**config.mk**
```make
export PLATFORM = sky130hd
export DESIGN_NAME = luhn_check_gen
export DESIGN_NICKNAME = d
export VERILOG_FILES = /design/src/rtl/luhn_pkg.sv /design/src/rtl/luhn_weight.sv /design/src/rtl/luhn_check_gen.sv
export SDC_FILE = /design/constraint.sdc
export NUM_CORES = 1
export LEC_CHECK = 0
export ABC_AREA = 1
export BUFFER_PORTS_ARGS = -buffer_cell sky130_fd_sc_hd__clkbuf_2
export CORE_MARGIN = 3
export CORE_UTILIZATION = 50
export CTS_CLUSTER_DIAMETER = 150
export DETAILED_ROUTE_END_ITERATION = 12
export MAX_ROUTING_LAYER = met4
export PLACE_DENSITY = 0.63
export REMOVE_ABC_BUFFERS = 1
export SKIP_LAST_GASP = 1
export SYNTH_ARGS = -nofsm -noshare
export SYNTH_HDL_FRONTEND = slang
export SYNTH_HIERARCHICAL = 1
export SYNTH_SLANG_ARGS = --single-unit
```
**constraint.sdc**
```tcl
create_clock -name clk -period 2.7 [get_ports clk]
set_clock_uncertainty 0.05 [all_clocks]
set_input_delay 0.54 -clock clk [delete_from_list [all_inputs] [get_ports clk]]
set_output_delay 0.54 -clock clk [all_outputs]
set_load 0.03 [all_outputs]
```
**src/rtl/luhn_pkg.sv**
```systemverilog
// Shared Luhn definitions: frame lengths, FSM encoding and digit weighting.
// Used by both the check-digit generator and the validator side.
package luhn_pkg;

  localparam int CARD_LEN    = 16;
  localparam int PAYLOAD_LEN = 15;

  typedef enum logic [1:0] {
    COLLECT,
    CALC,
    SEND
  } state_t;

  // Even card indices are doubled and folded back into a single digit.
  function automatic logic [3:0] luhn_weight_f(
    input logic [3:0] d,
    input logic       odd
  );
    logic [4:0] dbl;
    dbl = {d, 1'b0};
    if (odd) return d;
    if (dbl > 5'd9) return 4'(dbl - 5'd9);
    return dbl[3:0];
  endfunction

endpackage

```
**src/rtl/luhn_weight.sv**
```systemverilog
// Combinational Luhn weighting of one digit given its index parity.
// odd=1 passes the digit through, odd=0 doubles and folds it.
module luhn_weight
  import luhn_pkg::*;
(
  input  logic [3:0] digit,
  input  logic       odd,
  output logic [3:0] weighted
);

  assign weighted = luhn_weight_f(digit, odd);

endmodule

```
**src/rtl/luhn_check_gen.sv**
```systemverilog
// Collects a 15-digit card payload and streams it back with a Luhn check digit.
// Frames containing a non-BCD digit are dropped and flagged on bad_digit.
module luhn_check_gen
  import luhn_pkg::*;
(
  input  logic       clk,
  input  logic       rst,
  input  logic       in_valid,
  input  logic [3:0] in_digit,
  output logic       in_ready,
  output logic       out_valid,
  output logic [3:0] out_digit,
  output logic       out_last,
  input  logic       out_ready,
  output logic       bad_digit
);

  localparam logic [3:0] LAST_IN  = 4'(PAYLOAD_LEN - 1);
  localparam logic [3:0] LAST_OUT = 4'(CARD_LEN - 1);

  state_t     state_q, state_d;
  logic [3:0] in_idx_q;
  logic [3:0] out_idx_q;
  logic [3:0] sum_q;
  logic [3:0] chk_q;
  logic       err_q;
  logic [3:0] buf_q [PAYLOAD_LEN];

  logic       in_fire;
  logic       out_fire;
  logic [3:0] weighted;
  logic [4:0] acc;
  logic [3:0] sum_d;
  logic [3:0] chk_d;
  logic [3:0] card_digit;

  assign in_fire  = in_valid && in_ready;
  assign out_fire = out_valid && out_ready;

  luhn_weight u_weight (
    .digit    (in_digit),
    .odd      (in_idx_q[0]),
    .weighted (weighted)
  );

  // Keep the sum in 0..9 even when a bad digit yields a weight above 9.
  assign acc = {1'b0, sum_q} + {1'b0, weighted};

  always_comb begin
    sum_d = acc[3:0];
    if (acc >= 5'd20)
      sum_d = 4'(acc - 5'd20);
    else if (acc >= 5'd10)
      sum_d = 4'(acc - 5'd10);
  end

  assign chk_d = (sum_q == 4'd0) ? 4'd0 : 4'd10 - sum_q;

  assign card_digit = (out_idx_q == LAST_OUT) ? chk_q : buf_q[out_idx_q];

  always_ff @(posedge clk or posedge rst) begin
    if (rst) state_q <= COLLECT;
    else     state_q <= state_d;
  end

  always_comb begin
    state_d   = state_q;
    in_ready  = 1'b0;
    out_valid = 1'b0;
    out_last  = 1'b0;
    out_digit = 4'd0;
    bad_digit = 1'b0;
    unique case (state_q)
      COLLECT: begin
        in_ready = 1'b1;
        if (in_valid && in_idx_q == LAST_IN)
          state_d = CALC;
      end
      CALC: begin
        bad_digit = err_q;
        state_d   = err_q ? COLLECT : SEND;
      end
      SEND: begin
        out_valid = 1'b1;
        out_digit = card_digit;
        out_last  = (out_idx_q == LAST_OUT);
        if (out_ready && out_idx_q == LAST_OUT)
          state_d = COLLECT;
      end
      default: state_d = COLLECT;
    endcase
  end

  always_ff @(posedge clk or posedge rst) begin
    if (rst) begin
      in_idx_q  <= 4'd0;
      out_idx_q <= 4'd0;
      sum_q     <= 4'd0;
      chk_q     <= 4'd0;
      err_q     <= 1'b0;
    end else begin
      if (in_fire) begin
        in_idx_q <= in_idx_q + 4'd1;
        sum_q    <= sum_d;
        if (in_digit > 4'd9)
          err_q <= 1'b1;
      end
      if (state_q == CALC) begin
        chk_q <= chk_d;
        if (err_q) begin
          in_idx_q  <= 4'd0;
          out_idx_q <= 4'd0;
          sum_q     <= 4'd0;
          err_q     <= 1'b0;
        end
      end
      if (out_fire) begin
        if (out_idx_q == LAST_OUT) begin
          in_idx_q  <= 4'd0;
          out_idx_q <= 4'd0;
          sum_q     <= 4'd0;
          err_q     <= 1'b0;
        end else begin
          out_idx_q <= out_idx_q + 4'd1;
        end
      end
    end
  end

  // Payload storage is always rewritten before it is read back.
  always_ff @(posedge clk) begin
    if (in_fire && in_idx_q <= LAST_IN)
      buf_q[in_idx_q] <= in_digit;
  end

endmodule
```
* Yosys cells after proc, flatten, opt, wreduce, memory -nomap -nowiden *
Memories as Yosys holds them, arrays and structs flattened.
Cells that the tools add are included.

operators by class
  $add $sub $neg = 7
  $lt $le $gt $ge = 5
  equality and inequality tests = 6
  muxes and demuxes = 42
  reduce and logical (&&, ||, !) cells = 11

operators with widths
  cell                   number
  $mux W4                23
  $mux W1                15
  $add A4 B1 Y4 const B  2
  $eq A4 B4 Y1 const B   2
  $sub A4 B4 Y4 const B  2
  $mux W2                3
  $pmux W2 S3            1
  $add A4 B4 Y5          1
  $ge A5 B4 Y1 const B   1
  $ge A5 B5 Y1 const B   1
  $gt A5 B4 Y1 const B   1
  $logic_and A1 B1 Y1    5
  $gt A4 B4 Y1 const B   1
  $le A4 B4 Y1 const B   1
  $logic_not A4 Y1       1
  $ne A2 B2 Y1 const B   2
  $reduce_and A2 Y1      2
  $reduce_bool A2 Y1     2
  $sub A4 B3 Y4 const B  1
  $sub A4 B4 Y4 const A  1
  $eq A2 B1 Y1 const B   1
  $eq A2 B2 Y1 const B   1
  $logic_not A2 Y1       1

storage, ports and cells
  register bits = 19
  RAM bits = 60
  word-level logic and storage cells = 78
  memories kept = 1

memories
  memory  words  bits a word  read ports  clocked after Yosys merged registers in  write ports  RTL line              RTL
  buf_q   15     4            1           0                                        1            luhn_check_gen.sv:27  logic [3:0] buf_q [PAYLOAD_LEN];

* Depth between registers and ports, before layout *
  word-level depth = 14
  depth in mapped cells = 19

* By module *
The synthesis kept the hierarchy.

by module, submodules not included
  module          instances  cells an instance  area each (µm²)
  luhn_check_gen  1          358                3,777.4
  luhn_weight     1          24                 115.1

* Worst setup path before layout *
No wires, ideal clock.

  path kind = in2reg
  start = input in_digit[0]
  end = register sum_q[1]
  setup time = 117 ps
  data arrival time = 2,704 ps
  required time = 2,533 ps
  slack = -171 ps
  stages = 18
  path through = inv_1 ha_1 inv_1 nand2_2 nand2_2 nand2_1 o21ai_0 ha_1 fa_1 xnor2_1 ha_1 inv_1 o21ai_0 nand3_2 nand2_2 a21oi_1 o21ai_1 inv_1

between the ends
  longest elaborated chain between the ends = 14
  elaborated cells on any way between the ends = 20

ends and longest elaborated chain
  element                                               RTL line                                    RTL
  start, declared                                       luhn_check_gen.sv:9                         input logic [3:0] in_digit,
  $gt A5 B4 Y1                                          luhn_pkg.sv:22                              if (dbl > 5'd9) return 4'(dbl - 5'd9);
  $mux W1 (2 in series)                                 luhn_pkg.sv:22
  $mux W4                                               luhn_pkg.sv:23                              return dbl[3:0];
  $mux W4 (*)                                           luhn_pkg.sv:22
  net weighted[0]                                       luhn_check_gen.sv:31                        logic [3:0] weighted;
  $add A4 B4 Y5 (*)                                     luhn_check_gen.sv:47                        assign acc = {1'b0, sum_q} + {1'b0, weighted};
  $sub A4 B4 Y4 / $ge A5 B4 Y1 (equally long branches)  luhn_check_gen.sv:54, luhn_check_gen.sv:53
  $mux W4                                               luhn_check_gen.sv:53                        else if (acc >= 5'd10)
  $mux W4 (*)                                           luhn_check_gen.sv:51                        if (acc >= 5'd20)
  $mux W4 (*)                                           luhn_check_gen.sv:102                       if (in_fire) begin
  $mux W4                                               luhn_check_gen.sv:110                       if (err_q) begin
  $mux W4 (*)                                           luhn_check_gen.sv:108                       if (state_q == CALC) begin
  $mux W4                                               luhn_check_gen.sv:118                       if (out_idx_q == LAST_OUT) begin
  $mux W4 (*)                                           luhn_check_gen.sv:117                       if (out_fire) begin
  end signal, assigned                                  luhn_check_gen.sv:104                       sum_q <= sum_d;
  end, declared                                         luhn_check_gen.sv:24                        logic [3:0] sum_q;

Mark *: on every way through the listed nets, which the timed path passes. The rest lies on a longest branch. The select of a mux whose other input is x is not followed.
A chain may end at the register's enable or synchronous reset.

* Final worst setup path *
  start = register out_idx_q[0]
  end = output out_digit[2]

between the ends
  longest elaborated chain between the ends = 3
  elaborated cells on any way between the ends = 4

ends and longest elaborated chain
  element                                                RTL line               RTL
  start, declared                                        luhn_check_gen.sv:23   logic [3:0] out_idx_q;
  start signal, assigned                                 luhn_check_gen.sv:124  out_idx_q <= out_idx_q + 4'd1;
  $mem_v2 Z15 W4 / $eq A4 B4 Y1 (equally long branches)  -
  $mux W4 (*)                                            luhn_check_gen.sv:59   assign card_digit = (out_idx_q == LAST_OUT) ? chk_q : buf_q[out_idx_q];
  $mux W4 (*)                                            luhn_check_gen.sv:73   unique case (state_q)
  end, declared                                          luhn_check_gen.sv:12   output logic [3:0] out_digit,

Every way passes the cells marked *; elsewhere a longest branch is shown, timed or not.

==> metrics.md <==
| Metric | Value |
|---|---|
| Async set-reset flop share out of synthesis | `0.241` |
| Adder and majority cell fraction of the synthesized area | `0.0437` |
| GRT Total Usage | `0.217` |
| Min Clock Period, post-route | `2.61 ns` |
| Die Span Y | `approximately 94 microns` |
| Top FF cell, synth | `edfxtp_1` |
| Library cells used by synthesis | `35` |
| Worst R2R End | `sum_q[2]$_DFF_PP0_` |
| Critical Path Slowest Stage Cell | `dfrtp_2` |
| Hold Crit Class | `primary input to async pin` |
| Via/cell ratio | `~5.4` |
| CTS tree | `done` |
| Slew Viols, Final | `0` |
| Leak | `0.00178 uW` |
| Reg2Reg Setup Slack | `0.39 ns` |
| Hpwl dp | `approximately 6000 microns` |
| Core box area | `7410 sq um` |
| Delay of the slowest cell on the worst path | `0.47 ns` |
| # hold bufs at CTS | `0` |
| Final period utilization | `0.966` |
| FP Rows | `31` |
| Largest cells by area after synthesis | `edfxtp_1 (46%), dfrtp_1 (12%), nand2_1 (5.2%)` |
| CP top delay family | `flip-flops` |
| Drt pass-1 iters | `5` |
| Max VDD drop | `roughly 0.001 V` |
| Met1 Resource Use GR | `0.285` |
| Clk sinks | `slightly below 80` |
| Worst Setup SP | `out_idx_q[0]$_DFFE_PP0P_` |
| CTS Buf Count | `9` |
| CP Max Fanout | `4` |
| Power Total | `roughly 5200 uW` |
| Worst-Skew Late Latency | `between 0.3 and 0.4 ns` |
| Initial antenna violation count | `0` |
| Via count | `between 2000 and 3000` |
| DRC violations left | `0` |
| Buf/Inv on CP | `3` |
| Worst slew pin tran | `around 0.73 ns` |
| Setup crit end kind | `output port` |
| Final Wtd Congestion | `~0.83` |
| Post-synthesis sequential area ratio | `0.585` |
| Post-synth top area share | `0.463` |
| Starting DRT DRC Count | `approximately 170` |
| Yosys reg bits | `79` |
| Met2 usage in global routing | `0.349` |
| Synth area leader | `edfxtp_1` |
| Post-DRT Antenna Nets | `0` |
| Initial Util | `0.525` |
| Max_slew headroom | `0.510` |
| Largest net degree at the start of global routing | `26` |
| Worst R2R Start | `in_idx_q[0]$_DFF_PP0_` |
| CTS H-tree lvls | `3` |
| Setup CP Type | `register to output port` |
| Hold WS | `around 0.24 ns` |
| IO Count | `16` |
| Final net count | `roughly 440` |
| Hold Violations, Final | `0` |
| Ys Warns | `6` |
| CP Capture Point | `out_digit[2]` |
| ANT cells | `0` |
| Die W | `roughly 94 microns` |
| CP startpoint kind | `register` |
| Cell Area, Synth | `between 3000 and 4000 sq um` |
| Met3 usage | `0.0288` |
| Clk slew on worst S/H paths | `0.08 ns` |
| Die ar. | `approximately 9000 sq um` |
| Max clock buf depth | `2` |
| Root buf cell | `clkbuf_8` |
| PwrDens | `1170 nW/um^2` |
| Fmax | `0.383 GHz` |
| Gate Count Post-Synth | `382` |
| Max Cap Viol | `0` |
| Worst path arrival time | `2.02 ns` |
| Critical path depth | `8` |
| Synth Area in Simple Gates | `0.167` |
| Status | `completed` |
| EDFF count, synth | `60` |
| Gr busiest metal | `met2` |
| Reg2reg path depth | `15` |
| Syn-to-layout area delta | `14.7%` |
| Critical path cell sequence | `ha_1 -> nand2_1 -> inv_1 -> nor2_2 -> inv_1 -> o21ai_0 -> nor2_1 -> clkbuf_2` |
| Final Setup Violations | `0` |
| Main combinational cell family by area after synthesis | `simple AND/OR/NAND/NOR gates` |
| Routed wire length per instance | `16.5 microns` |
| Vias in the first global route | `2712` |
| Gr ovfl total | `0` |
| Post-Synth XOR/XNOR Area | `0.00675` |
| Routed wire length | `slightly below 9000 microns` |
| # port buffers | `15` |
| Share of cells above drive strength 1 | `0.236` |
| Worst EP required | `2.11 ns` |
| Core Util, Final | `0.602` |
| First-pass GRT wire length | `around 14000 microns` |
| Syn Area/Cell | `slightly above 10 sq um` |
| Multiplexer area fraction after synthesis | `0` |
| Synth Area in Compound Gates | `0.139` |
| Worst path most repeated cell | `inv_1` |
## cells in the final DEF, fill, tap and decap left out, types with 4 or more instances in the layout
master    synthesis  layout
o21ai_0          37      34
o211ai_1          5       5
inv_1            31      27
o21ai_1           8      10
nand3_2           4       4
nor2_1           54      53
buf_4             3      21
edfxtp_1         60      60
clkbuf_2          0      14
dfrtp_1          19      17
a21oi_1          22      22
ha_1             12       8
clkbuf_8          0       9
nand2_1          54      53
o22ai_1          10      10
nand3_1          16      16
inv_2             8       9
nand2_2           6       7
## how the worst min path moves through the flow
stage,startpoint,endpoint,slack [ns]
6_report,rst,out_idx_q[2]$_DFFE_PP0P_,0.24
3_5_place_dp,chk_q[0]$_DFFE_PP0P_,chk_q[0]$_DFFE_PP0P_,0.44
2_1_floorplan,chk_q[0]$_DFFE_PP0P_,chk_q[0]$_DFFE_PP0P_,0.40
4_1_cts,rst,out_idx_q[1]$_DFFE_PP0P_,0.25
5_1_grt,rst,out_idx_q[3]$_DFFE_PP0P_,0.30
3_3_place_gp,chk_q[0]$_DFFE_PP0P_,chk_q[0]$_DFFE_PP0P_,0.43
## what timing repair did
action	4_1_cts	5_1_grt
endpoints found under the setup margin	6	6
gates cloned	0	0
resized for setup	4	26
pin swaps	0	11
buffers inserted	0	4
## area by class of cell
class | count | area, sq um
Sequential cell | 79 | 2280
Clock inverter | 6 | 70.1
Inverter | 41 | 168
Fill cell | 638 | 2950
Multi-Input combinational cell | 251 | 1440
Tap cell | 99 | 124
Timing Repair Buffer | 38 | 262
Clock buffer | 9 | 124
## report_power, final
| part | total, uW | leakage, uW | switching [uW] | internal (uW) |
|---|---|---|---|---|
| clock network | 870 | 0.0000883 | 442 | 428 |
| registers | 1620 | 0.000769 | 163 | 1460 |
| logic | 2740 | 0.000924 | 1700 | 1040 |
| total | 5230 | 0.00178 | 2300 | 2930 |
## state kept, by name (all words and copies together) (netlist names)
| register | cells |
|---|---|
| buf_q | 60 |
| chk_q | 4 |
| err_q | 1 |
| in_idx_q | 4 |
| out_idx_q | 4 |
| state_q | 2 |
| sum_q | 4 |
## kinds of logic after synthesis
| group | after synthesis |
|---|---|
| xor+xnor | 3 |
| simple gates | 143 |
| buf+inv | 52 |
| fa+ha+maj | 13 |
| flops | 79 |
| compound gates | 92 |
## routing by layer
metal | up-vias | wire (microns)
li1 | 1390 | -
met1 | 1343 | 3910
met2 | 78 | 4270
met3 | 10 | 341
met4 | 0 | 116
met5 | - | 0
## synthesized netlist by cell type, types with 2 or more instances
library cell   n
nor2_4         2
ha_1          12
dfrtp_1       19
inv_4          2
o21ai_0       37
o21ai_1        8
buf_2          7
inv_2          8
o211ai_1       5
o32ai_2        2
edfxtp_1      60
nor2_1        54
buf_4          3
nand2_2        6
a21oi_2        2
inv_1         31
a21oi_1       22
nor3_1         2
xor2_1         2
nand2_1       54
nand3_1       16
a211oi_1       2
o22ai_1       10
nor2_2         2
nand3_2        4
## stage by stage
| step | instance area (sq um) | cells | setup slack [ns] | setup TNS (ns) |
|---|---|---|---|---|
| finish | 4460 | 523 | 0.0923 | 0 |
| global placement | 4170 | 504 | -0.295 | -0.706 |
| CTS | 4370 | 519 | -0.00108 | -0.00108 |
| detailed placement | 4170 | 504 | -0.420 | -1.07 |
| floorplan | 3820 | 371 | -0.171 | -0.332 |
| global route | 4460 | 523 | -0.00537 | -0.00537 |
No activity file was read; power rests on OpenSTA's default activity.
